--- src/rtl/uart_dec_tx.sv ---
// uart_dec_tx: sends a latched byte as three ASCII decimal digits over an 8N1 UART line.
// Define UART_DEC_TX_CRLF_EN to append CR LF to every message.
module uart_dec_tx #(
    parameter int CLKS_PER_BIT = 434
) (
    input  logic       CLOCK_50,
    input  logic       rst,
    input  logic [7:0] value,
    input  logic       run,
    output logic       tx_data_bit,
    output logic       tx_transmitting,
    output logic       tx_done
);
    localparam int BAUD_W = (CLKS_PER_BIT > 1) ? $clog2(CLKS_PER_BIT) : 1;
    localparam logic [BAUD_W-1:0] BAUD_LAST = BAUD_W'(CLKS_PER_BIT - 1);
`ifdef UART_DEC_TX_CRLF_EN
    localparam logic [2:0] CHAR_LAST = 3'd4;
`else
    localparam logic [2:0] CHAR_LAST = 3'd2;
`endif

    typedef enum logic [2:0] {IDLE, START, DATA, STOP, DONE} state_t;

    state_t            state;
    logic [BAUD_W-1:0] baud_cnt;
    logic [2:0]        bit_idx;
    logic [2:0]        char_idx;
    logic [7:0]        value_q;
    logic [7:0]        cur_char;
    logic [2:0]        bit_nxt;

    function automatic logic [7:0] dec_char(input logic [7:0] v, input logic [2:0] idx);
        logic [7:0] hun;
        logic [7:0] ten;
        logic [7:0] one;
        hun = v / 8'd100;
        ten = (v / 8'd10) % 8'd10;
        one = v % 8'd10;
        case (idx)
            3'd0:    dec_char = 8'h30 + hun;
            3'd1:    dec_char = 8'h30 + ten;
`ifdef UART_DEC_TX_CRLF_EN
            3'd3:    dec_char = 8'h0D;
            3'd4:    dec_char = 8'h0A;
`endif
            default: dec_char = 8'h30 + one;
        endcase
    endfunction

    // Character is derived from the latched byte, so it is stable before START begins.
    assign cur_char = dec_char(value_q, char_idx);
    assign bit_nxt  = bit_idx + 3'd1;

    always_ff @(posedge CLOCK_50) begin
        if (rst) begin
            state           <= IDLE;
            tx_data_bit     <= 1'b1;
            tx_transmitting <= 1'b0;
            tx_done         <= 1'b0;
            baud_cnt        <= '0;
            bit_idx         <= '0;
            char_idx        <= '0;
        end else begin
            case (state)
                IDLE: begin
                    if (run) begin
                        value_q         <= value;
                        char_idx        <= '0;
                        baud_cnt        <= '0;
                        tx_data_bit     <= 1'b0;
                        tx_transmitting <= 1'b1;
                        state           <= START;
                    end
                end
                START: begin
                    if (baud_cnt == BAUD_LAST) begin
                        baud_cnt    <= '0;
                        bit_idx     <= '0;
                        tx_data_bit <= cur_char[0];
                        state       <= DATA;
                    end else begin
                        baud_cnt <= baud_cnt + BAUD_W'(1);
                    end
                end
                DATA: begin
                    if (baud_cnt == BAUD_LAST) begin
                        baud_cnt <= '0;
                        if (bit_idx == 3'd7) begin
                            tx_data_bit <= 1'b1;
                            state       <= STOP;
                        end else begin
                            bit_idx     <= bit_nxt;
                            tx_data_bit <= cur_char[bit_nxt];
                        end
                    end else begin
                        baud_cnt <= baud_cnt + BAUD_W'(1);
                    end
                end
                STOP: begin
                    if (baud_cnt == BAUD_LAST) begin
                        baud_cnt <= '0;
                        if (char_idx == CHAR_LAST) begin
                            tx_done         <= 1'b1;
                            tx_transmitting <= 1'b0;
                            state           <= DONE;
                        end else begin
                            char_idx    <= char_idx + 3'd1;
                            tx_data_bit <= 1'b0;
                            state       <= START;
                        end
                    end else begin
                        baud_cnt <= baud_cnt + BAUD_W'(1);
                    end
                end
                DONE: begin
                    tx_done <= 1'b0;
                    state   <= IDLE;
                end
                default: state <= IDLE;
            endcase
        end
    end
endmodule

--- config.mk ---
export PLATFORM = sky130hd
export DESIGN_NAME = uart_dec_tx
export DESIGN_NICKNAME = d
export VERILOG_FILES = /design/src/rtl/uart_dec_tx.sv
export SDC_FILE = /design/constraint.sdc
export NUM_CORES = 1
export LEC_CHECK = 0
export ABC_CLOCK_PERIOD_IN_PS = 3500
export CAP_MARGIN = 20
export CORE_UTILIZATION = 40
export DETAILED_ROUTE_END_ITERATION = 6
export GPL_TIMING_DRIVEN = 0
export PLACE_DENSITY = 0.66
export REMOVE_ABC_BUFFERS = 1
export SLEW_MARGIN = 20
export SYNTH_ARGS = -nofsm -noshare
export SYNTH_HDL_FRONTEND = slang
export SYNTH_SLANG_ARGS = --single-unit
--- constraint.sdc ---
create_clock -name CLOCK_50 -period 3.5 [get_ports CLOCK_50]
set_input_delay 0.7 -clock CLOCK_50 [delete_from_list [all_inputs] [get_ports CLOCK_50]]
set_output_delay 0.7 -clock CLOCK_50 [all_outputs]
set_load 0.005 [all_outputs]
==> results.cfg, run 1 <==
[clocking]
clk_latency_ns = 0.27
clockBufferDepth = 2
cts_buffers = 5
cts.htree.levels = 2
cts_tree = done
clock-root-buffer = clkbuf_8
clock_sinks = 29
clkTransAtPathRegs_ns = 0.06

[status]
status = finished with violations
violations = negative setup slack

[cells_and_area]
syn_to_final_growth_pct = 23.2
stdcell_area_sq_mm = 0.00327
n_antenna_cell = 0
nNetsFinal = 390
final_cell_mix = 36 x buf_4, 28 x nor2_1, 27 x nand2_1
drive_above_1_share = 0.216
final_common_cell = buf_4
finalNonFillerCells = 443

[synth]
synth_cells = 322
yosysTopAreaCell = dfxtp_1
async_flop_share = 0
ys_warn_count = 0
synth-seq-cells = 29
yosysTopAreaCellShare = 0.158
syn_avg_cell_area_sq_um = 8.24
yosysSeqAreaShare = 0.249
synth.area.top_cells = dfxtp_1 16%, edfxtp_1 9.1%, ha_1 6.1%, nor2_1 4.2%, a21oi_1 4.2%
synth-edff-count = 8
syn_area_sq_mm = 0.00265
yosysUniqueCellTypes = 77
yosys_most_used_dff = dfxtp_1

[timing]
fmax_mhz = 269
grt_setup_unrepaired = true
period_minus_slack_ns = 3.72
worstMarginPinSlew_ns = 1.01
fin_skew_ns = 0.0104
timing.final.hold_violations = 0
finalCritPeriodShare = 1.06
setup_viol = 1
slew_viol_final = 0
setup_ws_ns = -0.223
slew_headroom = 0.308

[flow_run]
drv_cap = 0

[floorplanning]
fp.dieArea_sq_mm = 0.00696
rows = 29
die_y_um = 83.4
initial_utilization = 0.415
die_w_um = 83.4
core_sq_mm = 0.00639
pin_count = 14

[drt]
dr.pass1.iters = 4
drtIter0Drc = 238
vias = 2602
drc = 0
ant_nets = 0
routedWlPerCell_um = 14.8
routed_via_density = 5.87
finalWirelength_um = 6550

[placed_design]
postPlaceCellArea_sq_mm = 0.00279
portBuffers = 13
place_congestion = 0.813
hpwl_um = 4010
placedCellCount = 394

[grt]
antenna_found_initial = 0
track_usage = 0.189
grt_pass1_wl_um = 11100
grt_pass1_vias = 2440
grt_max_degree = 19
grt_overflow = 0

[worst_setup_path]
crit_arrival_ns = 3.91
worstPathRequired_ns = 3.69
cp-end-kind = flop
startpoint = value_q[5]
crit_type = reg2reg
worstSetupStartpointType = flop
reg2reg_from = value_q[5]
critPathMaxFanout = 12

[hold_path]
min-delay-start = tx_transmitting
min_path_type = reg2reg

[pwr]
irDropWorstVdd_v = 0.000184
p_leak_nw = 1.17
power_density_mw_per_mm2 = 266
pwr-share-seq = 0.419
p_int_w = 0.000612
swShare = 0.297
switching_power_w = 0.000258
combPwrFrac = 0.295
p_clk_frac = 0.286
-- cells in the mapped netlist (6+ instances only) --
master,count
o21ai_0,21
inv_1,11
dfxtp_1,21
edfxtp_1,8
nor2b_1,6
nor2_1,30
nand2_1,27
xnor2_1,6
xor2_1,6
nand3b_1,6
a21oi_1,22
or3_1,7
clkbuf_1,8
ha_1,13
nor3_1,12
nand2b_1,8
-- state kept, by name, indices dropped and copies added, names as in the netlist --
register         cells
state                3
tx_done              1
tx_data_bit          1
baud_cnt             9
tx_transmitting      1
value_q              8
bit_idx              3
char_idx             3
-- power by group through the flow --
stage | logic (W) | clock network (W) | registers [W]
2_1_floorplan | 0.000136 | 0 | 0.000379
3_3_place_gp | 0.000178 | 0 | 0.000384
3_5_place_dp | 0.000182 | 0 | 0.000385
4_1_cts | 0.000242 | 0.000260 | 0.000366
5_1_grt | 0.000279 | 0.000272 | 0.000366
6_report | 0.000256 | 0.000249 | 0.000365
-- per-layer routing --
layer	vias to the layer above	track usage	wire length, um
met4	0	0.0385	36
li1	1291	-	-
met2	52	0.310	3110
met5	-	0	0
met1	1252	0.264	3140
met3	7	0.0298	259
-- final timing paths --
| path | to | slack, ns | depth (start not counted) |
|---|---|---|---|
| setup / recovery | tx_data_bit | -0.22 | 16 |
| hold / removal | tx_transmitting | 0.45 | 2 |
| setup reg to reg | tx_data_bit | -0.22 | 16 |
| hold reg to reg | tx_transmitting | 0.45 | 2 |
-- critical path, stage by stage, from the launching register on --
cell	delay (ns)
edfxtp_1	0.37
buf_6	0.16
buf_8	0.14
or4bb_1	0.50
o311a_1	0.16
a32oi_4	0.25
o32ai_4	0.19
buf_12	0.17
a211oi_4	0.33
a21oi_4	0.06
a21oi_2	0.13
xor2_1	0.08
or3_1	0.31
ha_1	0.29
a211oi_2	0.17
o21ai_1	0.11
o32ai_2	0.20
-- through the flow --
stage	setup TNS, ns	total power (W)	hold slack [ns]	util	setup slack [ns]
final	-0.223	0.000870	0.454	0.512	-0.223
after global routing	-0.451	0.000917	0.485	0.512	-0.451
after CTS	-0.192	0.000868	0.460	0.501	-0.192
after detailed placement	-0.710	0.000567	0.452	0.436	-0.710
after global placement	-0.661	0.000562	0.448	0.436	-0.661
after floorplan	-0.239	0.000515	0.447	-	-0.239
-- kinds of logic after synthesis --
family / after synthesis / share of synthesized area
buffers and inverters: 31 / 0.0533
XOR/XNOR: 12 / 0.0396
flip-flops: 29 / 0.249
adder cells (fa/ha/maj): 13 / 0.0613
AO/OA/AOI/OAI: 97 / 0.292
multiplexers: 6 / 0.0231
AND/OR/NAND/NOR: 134 / 0.282
-- what timing repair did --
item,4_1_cts,5_1_grt
resized for setup,18,7
endpoints found under the setup margin,1,1
pin swaps,14,5
hold buffers,0,0
setup buffers,36,6
-- final cells by class --
class | instances | area [sq um]
repair buffers | 55 | 474
clock buffers | 6 | 72.6
well taps | 77 | 96.3
flip-flops and latches | 29 | 661
fillers | 590 | 3120
multi-input cells | 262 | 1910
inverters | 13 | 48.8
clock inverters | 1 | 5.00
(Power assumes the default switching activity.)
==> inputs of run 2 (changes only) <==
- ABC_CLOCK_PERIOD_IN_PS: 3500 -> 4100
- PLACE_DENSITY: 0.66 -> 0.64
- clock period: 3.5 -> 4.1 ns (I/O delays scaled with it)
==> results.cfg, run 2 (same netlist as run 1, synthesis figures left out) <==
[floorplanning]
die_w_um = 83.4
fp.dieArea_sq_mm = 0.00696
core_sq_mm = 0.00639
die_y_um = 83.4
rows = 29
initial_utilization = 0.415
pin_count = 14

[grt]
grt_max_degree = 25
track_usage = 0.174
grt-busiest-layer = met2
met1_usage = 0.229
grt_use_met3 = 0.0298
grt_overflow = 0
grt_pass1_vias = 2226
grt_pass1_wl_um = 10100
grtUsageMet2 = 0.293
antenna_found_initial = 0

[drt]
drtIter0Drc = 134
routedWlPerCell_um = 14.5
finalWirelength_um = 6210
dr.pass1.iters = 4
drc = 0
routed_via_density = 5.86
vias = 2507
ant_nets = 0

[timing]
hold_ws_ns = 0.463
period_minus_slack_ns = 3.92
finalCritPeriodShare = 0.955
slew_viol_final = 0
timing.final.hold_violations = 0
slew_headroom = 0.461
finalSetupTns_ns = 0
worstMarginPinSlew_ns = 0.807
setup_ws_ns = 0.184
fmax_mhz = 255
setup_viol = 0
fin_skew_ns = 0.00518

[worst_setup_path]
r2r-end = tx_data_bit
crit_type = reg2reg
critPathMaxFanout = 13
crit_arrival_ns = 4.11
rrSetupSlack_ns = 0.18
cp_common_cell = ha_1
worstSetupStartpointType = flop
critPathMaxStageDelay_ns = 0.58
worstPathCellList = or3b_1 > and4_1 > or3_4 > o32ai_4 > a21oi_4 > ha_1 > nand2b_1 > a21oi_1 > xor2_1 > or3_1 > ha_1 > a211oi_1 > o21ai_1 > o32ai_2
worstPathRequired_ns = 4.29
reg2reg_from = value_q[3]
cp-end-kind = flop
path_buf_inv = 0
r2r_cells = 14
crit_slowest_cell = edfxtp_1
critPathTopFamily = simple AND/OR/NAND/NOR gates

[cells_and_area]
nNetsFinal = 374
fillers = 618
max_flop_register = baud_cnt
syn_to_final_growth_pct = 18.1
final_common_cell = nor2_1
drive_above_1_share = 0.160
largest_register_ffs = 9
largest_registers = baud_cnt (9), value_q (8)
final_cell_mix = 29 x nor2_1, 27 x nand2_1, 24 x buf_4
finalNonFillerCells = 428
n_antenna_cell = 0

[hold_path]
whs_path_depth = 2
min_path_type = reg2reg
worst_hold_path.endpoint = tx_transmitting
min-delay-start = tx_transmitting

[clocking]
cts_buffers = 5
cts_tree = done
clockBufferDepth = 2
clock_sinks = 29
clock-root-buffer = clkbuf_8
cts.htree.levels = 2
postCtsHoldBufs = 0
clkTransAtPathRegs_ns = 0.06
clk_latency_ns = 0.28

[placed_design]
hpwl_um = 4000
place_congestion = 0.789
placedCellCount = 394
pre_cts_ws_ns = -0.0957
portBuffers = 13

[pwr]
irDropWorstVdd_v = 0.000306
power_density_mw_per_mm2 = 252
p_total_w = 0.000788
p_leak_nw = 1.10

[status]
status = finished clean

[flow_run]
drv_cap = 0
==> run 2: layout make-up <==
type                       instances  area, sq um  share of cell area
tap                               77         96.3              0.0308
clock buffer                       8          111              0.0355
inverter                          13         48.8              0.0156
timing repair buffer              39          338               0.108
sequential                        29          661               0.211
multi-input combinational        262         1880               0.599
==> run 2: routing by layer <==
| metal | vias up | wire length [um] |
|---|---|---|
| li1 | 1260 | - |
| met1 | 1182 | 2910 |
| met2 | 53 | 2950 |
| met3 | 12 | 223 |
| met4 | 0 | 117 |
| met5 | - | 0 |
==> run 2: where the power goes <==
| part | switching [W] | leakage [nW] | total, W | internal [W] |
|---|---|---|---|---|
| logic | 0.000104 | 0.796 | 0.000194 | 0.0000906 |
| registers | 0.0000106 | 0.244 | 0.000314 | 0.000303 |
| clock network | 0.000107 | 0.0566 | 0.000280 | 0.000173 |
==> run 2: worst register-to-register path, stage by stage, from the launching register on <==
cell and delay (ns):
edfxtp_1 0.58, or3b_1 0.50, and4_1 0.23, or3_4 0.39
o32ai_4 0.25, a21oi_4 0.15, ha_1 0.19, nand2b_1 0.13
a21oi_1 0.18, xor2_1 0.09, or3_1 0.31, ha_1 0.28
a211oi_1 0.20, o21ai_1 0.11, o32ai_2 0.22
==> run 2: how the worst max path moves through the flow <==
stage	startpoint	endpoint	slack [ns]	cells after the start
detailed placement	value_q[6]	tx_data_bit	-0.1	14
floorplan	value_q[7]	tx_data_bit	0.36	14
global placement	value_q[6]	tx_data_bit	-0.05	14
CTS	value_q[3]	tx_data_bit	0.03	14
finish	value_q[3]	tx_data_bit	0.18	14
global route	value_q[2]	tx_data_bit	-0.01	14
==> run 2: what timing repair did <==
item	4_1_cts	5_1_grt
pin swaps	1	1
gates resized for setup	0	8
setup buffers	9	17
endpoints found under the setup margin	1	1
==> run 2: per-stage QoR <==
stage                     utilization  area (sq um)
after floorplan                     -          2560
after global placement          0.436          2790
after detailed placement        0.436          2790
after CTS                       0.464          2960
after global routing            0.491          3130
final                           0.491          3130
